`config.mk`:
```
export PLATFORM = sky130hd
export DESIGN_NAME = mem_port_arbiter
export DESIGN_NICKNAME = d
export VERILOG_FILES = /design/src/rtl/mem_port_arbiter.sv
export SDC_FILE = /design/constraint.sdc
export NUM_CORES = 1
export LEC_CHECK = 0
export CORE_MARGIN = 4
export CORE_UTILIZATION = 47
export CTS_CLUSTER_DIAMETER = 50
export DETAILED_ROUTE_END_ITERATION = 6
export HOLD_SLACK_MARGIN = 0.02
export MAX_ROUTING_LAYER = met4
export PLACE_DENSITY = 0.85
export SLEW_MARGIN = 20
export SYNTH_ARGS = -nofsm -noshare
export SYNTH_HDL_FRONTEND = slang
export SYNTH_SLANG_ARGS = --single-unit
```
`constraint.sdc`:
```
create_clock -name clk -period 3.2 [get_ports clk]
set_input_delay 0.64 -clock clk [delete_from_list [all_inputs] [get_ports clk]]
set_output_delay 0.64 -clock clk [all_outputs]
set_load 0.01 [all_outputs]
```
`src/rtl/mem_port_arbiter.sv`:
```
// Round-robin arbiter sharing one multi-cycle memory between instruction fetch and
// the load/store port; sequences the start/ready handshake and returns read data.
module mem_port_arbiter #(
    parameter int AW      = 8,
    parameter int DW      = 16,
    parameter int TIMEOUT = 15
) (
    input  logic          clk,
    input  logic          reset,
    input  logic          if_req,
    input  logic [AW-1:0] if_addr,
    output logic          if_ack,
    output logic [DW-1:0] if_rdata,
    input  logic          d_req,
    input  logic          d_rwn,
    input  logic [AW-1:0] d_addr,
    input  logic [DW-1:0] d_wdata,
    output logic          d_ack,
    output logic [DW-1:0] d_rdata,
    output logic          mem_start,
    output logic          mem_rwn,
    output logic [AW-1:0] mem_address,
    output logic [DW-1:0] mem_data_in,
    input  logic [DW-1:0] mem_data_out,
    input  logic          mem_ready,
    output logic          busy,
    output logic          timeout_err
);
    localparam int TW = (TIMEOUT < 2) ? 1 : $clog2(TIMEOUT + 1);
    localparam logic [TW-1:0] TIMER_LAST = TW'(TIMEOUT - 1);

    typedef enum logic [1:0] {IDLE, ISSUE, WAIT, ACK} state_t;
    typedef enum logic {FETCH, DATA} grant_t;

    state_t        state_q;
    grant_t        gnt_q, last_q;
    grant_t        gnt_d;
    logic          gnt_vld_d;
    logic          seen_low_q;
    logic [TW-1:0] timer_q;
    logic          mem_start_q, mem_rwn_q, if_ack_q, d_ack_q, busy_q, timeout_err_q;
    logic [AW-1:0] mem_address_q;
    logic [DW-1:0] mem_data_in_q, if_rdata_q, d_rdata_q;

    // On a tie the requester that did not win last time is served.
    always_comb begin
        gnt_vld_d = mem_ready && (if_req || d_req);
        gnt_d     = FETCH;
        if (d_req && (!if_req || last_q == FETCH)) begin
            gnt_d = DATA;
        end
    end

    always_ff @(posedge clk) begin
        if (reset) begin
            state_q       <= IDLE;
            gnt_q         <= FETCH;
            last_q        <= FETCH;
            seen_low_q    <= 1'b0;
            timer_q       <= '0;
            mem_start_q   <= 1'b0;
            mem_rwn_q     <= 1'b1;
            mem_address_q <= '0;
            mem_data_in_q <= '0;
            if_ack_q      <= 1'b0;
            d_ack_q       <= 1'b0;
            if_rdata_q    <= '0;
            d_rdata_q     <= '0;
            busy_q        <= 1'b0;
            timeout_err_q <= 1'b0;
        end else begin
            case (state_q)
                IDLE: begin
                    if (gnt_vld_d) begin
                        state_q     <= ISSUE;
                        busy_q      <= 1'b1;
                        mem_start_q <= 1'b1;
                        gnt_q       <= gnt_d;
                        last_q      <= gnt_d;
                        if (gnt_d == DATA) begin
                            mem_address_q <= d_addr;
                            mem_rwn_q     <= d_rwn;
                            mem_data_in_q <= d_wdata;
                        end else begin
                            mem_address_q <= if_addr;
                            mem_rwn_q     <= 1'b1;
                            mem_data_in_q <= '0;
                        end
                    end
                end
                ISSUE: begin
                    mem_start_q <= 1'b0;
                    seen_low_q  <= 1'b0;
                    timer_q     <= '0;
                    state_q     <= WAIT;
                end
                WAIT: begin
                    if (!mem_ready) begin
                        seen_low_q <= 1'b1;
                    end
                    // Completion needs a busy phase first so a stale ready is never taken as done.
                    if (seen_low_q && mem_ready) begin
                        if (mem_rwn_q) begin
                            if (gnt_q == DATA) d_rdata_q  <= mem_data_out;
                            else               if_rdata_q <= mem_data_out;
                        end
                        state_q  <= ACK;
                        if_ack_q <= (gnt_q == FETCH);
                        d_ack_q  <= (gnt_q == DATA);
                    end else if (timer_q == TIMER_LAST) begin
                        timeout_err_q <= 1'b1;
                        state_q       <= ACK;
                        if_ack_q      <= (gnt_q == FETCH);
                        d_ack_q       <= (gnt_q == DATA);
                    end else begin
                        timer_q <= timer_q + TW'(1);
                    end
                end
                ACK: begin
                    if_ack_q <= 1'b0;
                    d_ack_q  <= 1'b0;
                    busy_q   <= 1'b0;
                    state_q  <= IDLE;
                end
                default: state_q <= IDLE;
            endcase
        end
    end

    assign mem_start   = mem_start_q;
    assign mem_rwn     = mem_rwn_q;
    assign mem_address = mem_address_q;
    assign mem_data_in = mem_data_in_q;
    assign if_ack      = if_ack_q;
    assign d_ack       = d_ack_q;
    assign if_rdata    = if_rdata_q;
    assign d_rdata     = d_rdata_q;
    assign busy        = busy_q;
    assign timeout_err = timeout_err_q;

endmodule

```
After elaboration in Yosys (flattened, before gate mapping)
Cells that the tools add are included.

$add $sub $neg: 1. Eq/ne operators: 9. Multiplexer cells: 22. Bitwise gates (word level): 2. Reduce and logical (&&, ||, !) cells: 21.

Operator list (count): $mux 16 (1); $reduce_and 2->1 (6); $pmux 1 s2 (5); $mux 1 (8); $mux 4 (2); $mux 8 (1); $ne 2x2->1 const B (4); $pmux 2 s4 (1); $pmux 4 s2 (1); $reduce_and 4->1 (2); $reduce_bool 2->1 (4); $mux 2 (3); $reduce_and 3->1 (2); $add 4x1->4 const B (1); $eq 2x2->1 const B (2); $eq 4x4->1 const B (1); $logic_and 1x1->1 (3); $ne 3x3->1 const B (1); $eq 2x1->1 const B (1); $logic_not 2->1 (1); $logic_or 1x1->1 (2); $not 1->1 (2); $logic_not 1->1 (1).

Register bits after elaboration: 70. Bits of input ports: 54. Output and inout port bits: 62. Word-level logic and storage cells: 69.

Depth between registers and ports, before layout
Depth in word-level cells: 5. Depth in mapped cells: 8. Depth with buffers taken out: 5.

Worst setup path after synthesis
Ideal clock, no wire load.

Kind: in2reg. Start: input mem_ready. End: register mem_data_in_q[10], in the netlist mem_data_in[10]. Setup time: 0.128 ns. Arrival time: 1.380 ns. Required time: 3.072 ns. Slack: 1.692 ns. Stages: 6. Buffers on the path: 3. Cell sequence: buf_6 > and2_1 > buf_2 > buf_6 > a32oi_1 > nor2_1.

Word-level cells in the longest chain between the ends: 2.

Ends and longest elaborated chain: start, declared (RTL line 25) `input logic mem_ready,`; $logic_and 1x1->1 (RTL line 47) `gnt_vld_d = mem_ready && (if_req || d_req);`; $reduce_and 2->1 (no source line); end signal, assigned (RTL line 83) `mem_data_in_q <= d_wdata;`; end, declared (RTL line 43) `logic [DW-1:0] mem_data_in_q, if_rdata_q, d_rdata_q;`.

No other way between the ends. A chain may end at the register's enable or synchronous reset.

Final worst setup path
Start: input mem_ready. End: register mem_rwn_q, in the netlist mem_rwn.

Word-level cells in the longest chain between the ends: 2.

Ends and longest elaborated chain: $logic_and 1x1->1 (RTL line 47); $reduce_and 2->1 (no source line); end signal, assigned (RTL line 82) `mem_rwn_q <= d_rwn;`; end, declared (RTL line 41) `logic mem_start_q, mem_rwn_q, if_ack_q, d_ack_q, busy_q, timeout_err_q;`.

No other way between the ends.

==> run metrics <==
status finished clean; chip height 87.57 µm; Syn Area/Cell 9.016 µm²; Sw Share 0.2891; fraction of synthesized cell area taken by the top area cell type 0.4710; clock network fraction of design power 0.360; remaining design rule violation count 0; count of input and output buffers around 120; # Post-CTS Setup Buffers 0; initial antenna violation count 0; # IOs 116; Detailed Route Iter0 Violations 147; Top delay family on crit path buffers and inverters; total power 0.002627 W; net count reported at finish 491; total half-perimeter wirelength after legalization and detailed placement 5.591 mm; Syn Inst Count 330; Least-Margin Pin Slew between 900 and 1000 ps; power density cells slightly above 600 nW/µm²; sort of element at the end of the critical path flop; die width approximately 88 µm; clock sink total 70; worst stage delay on the critical path 670 ps; Net Count, Synth roughly 400; setup repair after global routing missed its margin no; total congestion overflow 0; switching power total around 0.00076 W; relative slew slack 0.3992; global-route wire length before repair between 10 and 15 mm; synth top area cells dfxtp_1, a21oi_1, o21ai_0, nand3_1, a32oi_1; post-synthesis async set-or-reset flop share 0; most used flip-flop cell after synthesis dfxtp_1; area enclosed by the die boundary approximately 7700 µm²; end point of the critical path mem_rwn; final setup violating endpoints 0; sum of buffers and inverters on the critical path 1; worst-case register-to-register setup slack 1200 ps; clock-pin transition on the worst setup and hold timing paths 70 ps; post-CTS resize count 0; Hold WC Path Type flop to flop; diode insertion count for antenna repair 0; total via count after detailed routing 2,902; weighted congestion at the end of routability-driven global placement roughly 0.8; Row Count 28; library cell contributing the largest single delay on the critical path clkdlybuf4s50_1; detailed-route vias per instance ~5.7; GRT Overall Usage 0.2221; unique cell type count in the Yosys netlist 36; most frequent cell after synthesis dfxtp_1; CTS tree built; vias in the first global route around 2,800; H-tree depth 3; Min Hold Slack 477.6 ps; maximum ir drop on the vdd rail 0.0004077 V; total count of hold-check failures in the final report 0; dominant cell type by area after synthesis dfxtp_1; cell leakage power 1.525 nW; Routed Antenna Nets 0; flops & latches, synth 70; sum of negative setup slack 0 ps; relative contribution of combinational cells to total power 0.256; Clock Skew 13.08 ps; average wire per cell in the routed design between 15 and 20 µm; share of the yosys chip area belonging to registers 0.4710; Worst Setup Slack post-DPL 868.8 ps; cell area after synthesis roughly 3000 µm²; Yosys warning count 0; largest driver fanout on the critical path 18; Post-synth top cells dfxtp_1, a21oi_1, o21ai_0; stages on the worst setup path 4; Worst EP arrival 2230 ps; largest net degree at the start of global routing 57; final worst-path cycle share 0.6294; internal cell power 0.001868 W; total routed wirelength between 8 and 9 mm; post-route setup slack ~1200 ps; Initial Utilization 0.4938; max-slew violation total from the final report 0; Post-CTS Hold Fix Bufs 0; critical path class input port to flop; number of cells on the worst reg-to-reg path 6; worst-path cell chain clkdlybuf4s50_1 > and2_1 > a32o_1 > nand2_1; Worst Path Required between 3000 and 4000 ps; final critical path time including I/O delays and setup 2014 ps; f_max 496.5 MHz; number of detailed-route iterations in the first pass 4; Bufs on Longest Clock Path 2; Post-synth EDFFs 0; type of element launching the critical path input port; Maximum Capacitance Violations 0; capturing point of the worst reg2reg path d_rdata[2]; placeable core region 6026 µm²; CTS Buf Count 9; layout-stage area growth over the synthesis result 44.58%; relative contribution of sequential cells to total power 0.384; fraction of final layout cells with drive strength greater than 1 0.06207; CP Launch Point mem_ready; clock latency on the worst-skew pair about 350 ps; buffer cell driving the clock tree root clkbuf_8; beginning of the worst register-to-register path state_q[0]
cells in the final DEF, fill, tap and decap left out, drive strengths merged, types with 2 or more instances in the layout:
cell and count:
mux2i 9, a31oi 5, bufinv 4, ha 7, o21ai 45, nand4 3, and4 2, a32oi 17
and2 2, buf 6, clkdlybuf4s50 114, a22oi 2, a32o 2, a21oi 45, nand2 11, a311oi 2
clkbuf 10, nand3 37, inv 10, dfxtp 70, nor2 19
metrics by stage:
step / area [µm²] / instances / util
after global routing: 4302 / 510 / 0.7139
after CTS: 4302 / 510 / 0.7139
after global placement: 4031 / 494 / 0.6690
after floorplan: 2975 / 330 / -
after detailed placement: 4031 / 494 / 0.6690
final: 4302 / 510 / 0.7139
sequential cells by signal, summed over array words and instances, names as in the netlist, 2 cells and up:
register     cells
d_rdata         16
if_rdata        16
mem_data_in     16
mem_address      8
timer_q          4
state_q          2
cells by family after synthesis:
kind of cell | Yosys count | synth area share
AOI/OAI and AO/OA | 123 | 0.2515
muxes | 9 | 0.03028
adders and majority gates | 7 | 0.02944
and+or+nand+nor | 80 | 0.1308
DFF | 70 | 0.4710
buffers and inverters | 41 | 0.08705
power by group through the flow:
stage	Sequential, W	Combinational, W	Clock, W
final	0.00101	0.000673	0.000946
after global routing	0.00102	0.000746	0.00101
after CTS	0.00101	0.000673	0.000963
after detailed placement	0.00102	0.000670	0
after global placement	0.00102	0.000652	0
after floorplan	0.00104	0.000412	0
worst reg2reg max path: cells and delay by family (launching register included):
kind | cells | cell delay [ps]
fa+ha+maj | 1 | 560
flops | 1 | 340
compound gates | 1 | 160
buf+inv | 2 | 420
simple gates | 2 | 450
per-layer routing:
layer	GRT usage	wire, µm	vias to the layer above
li1	-	-	1396
met1	0.2774	3537	1352
met2	0.3336	3673	137
met3	0.05644	688	17
met4	0.1088	188	0
met5	-	0	-
final cells by class:
class	count	area, µm²
multi-input cells	219	1315
well taps	75	93.84
flip-flops and latches	70	1401
repair buffers	120	1184
inverters	10	37.54
clock inverters	6	132.6
clock buffers	10	137.6
fillers	486	1724
worst min path at each step:
stage                 start            to  slack (ps)  cells past startpoint
2_1_floorplan    state_q[1]    state_q[1]         470                      2
3_3_place_gp   if_rdata[14]  if_rdata[14]         460                      2
3_5_place_dp   if_rdata[15]  if_rdata[15]         470                      2
4_1_cts        if_rdata[15]  if_rdata[15]         480                      2
5_1_grt        if_rdata[15]  if_rdata[15]         490                      2
6_report       if_rdata[15]  if_rdata[15]         480                      2
No activity file was read; power rests on OpenSTA's default activity.
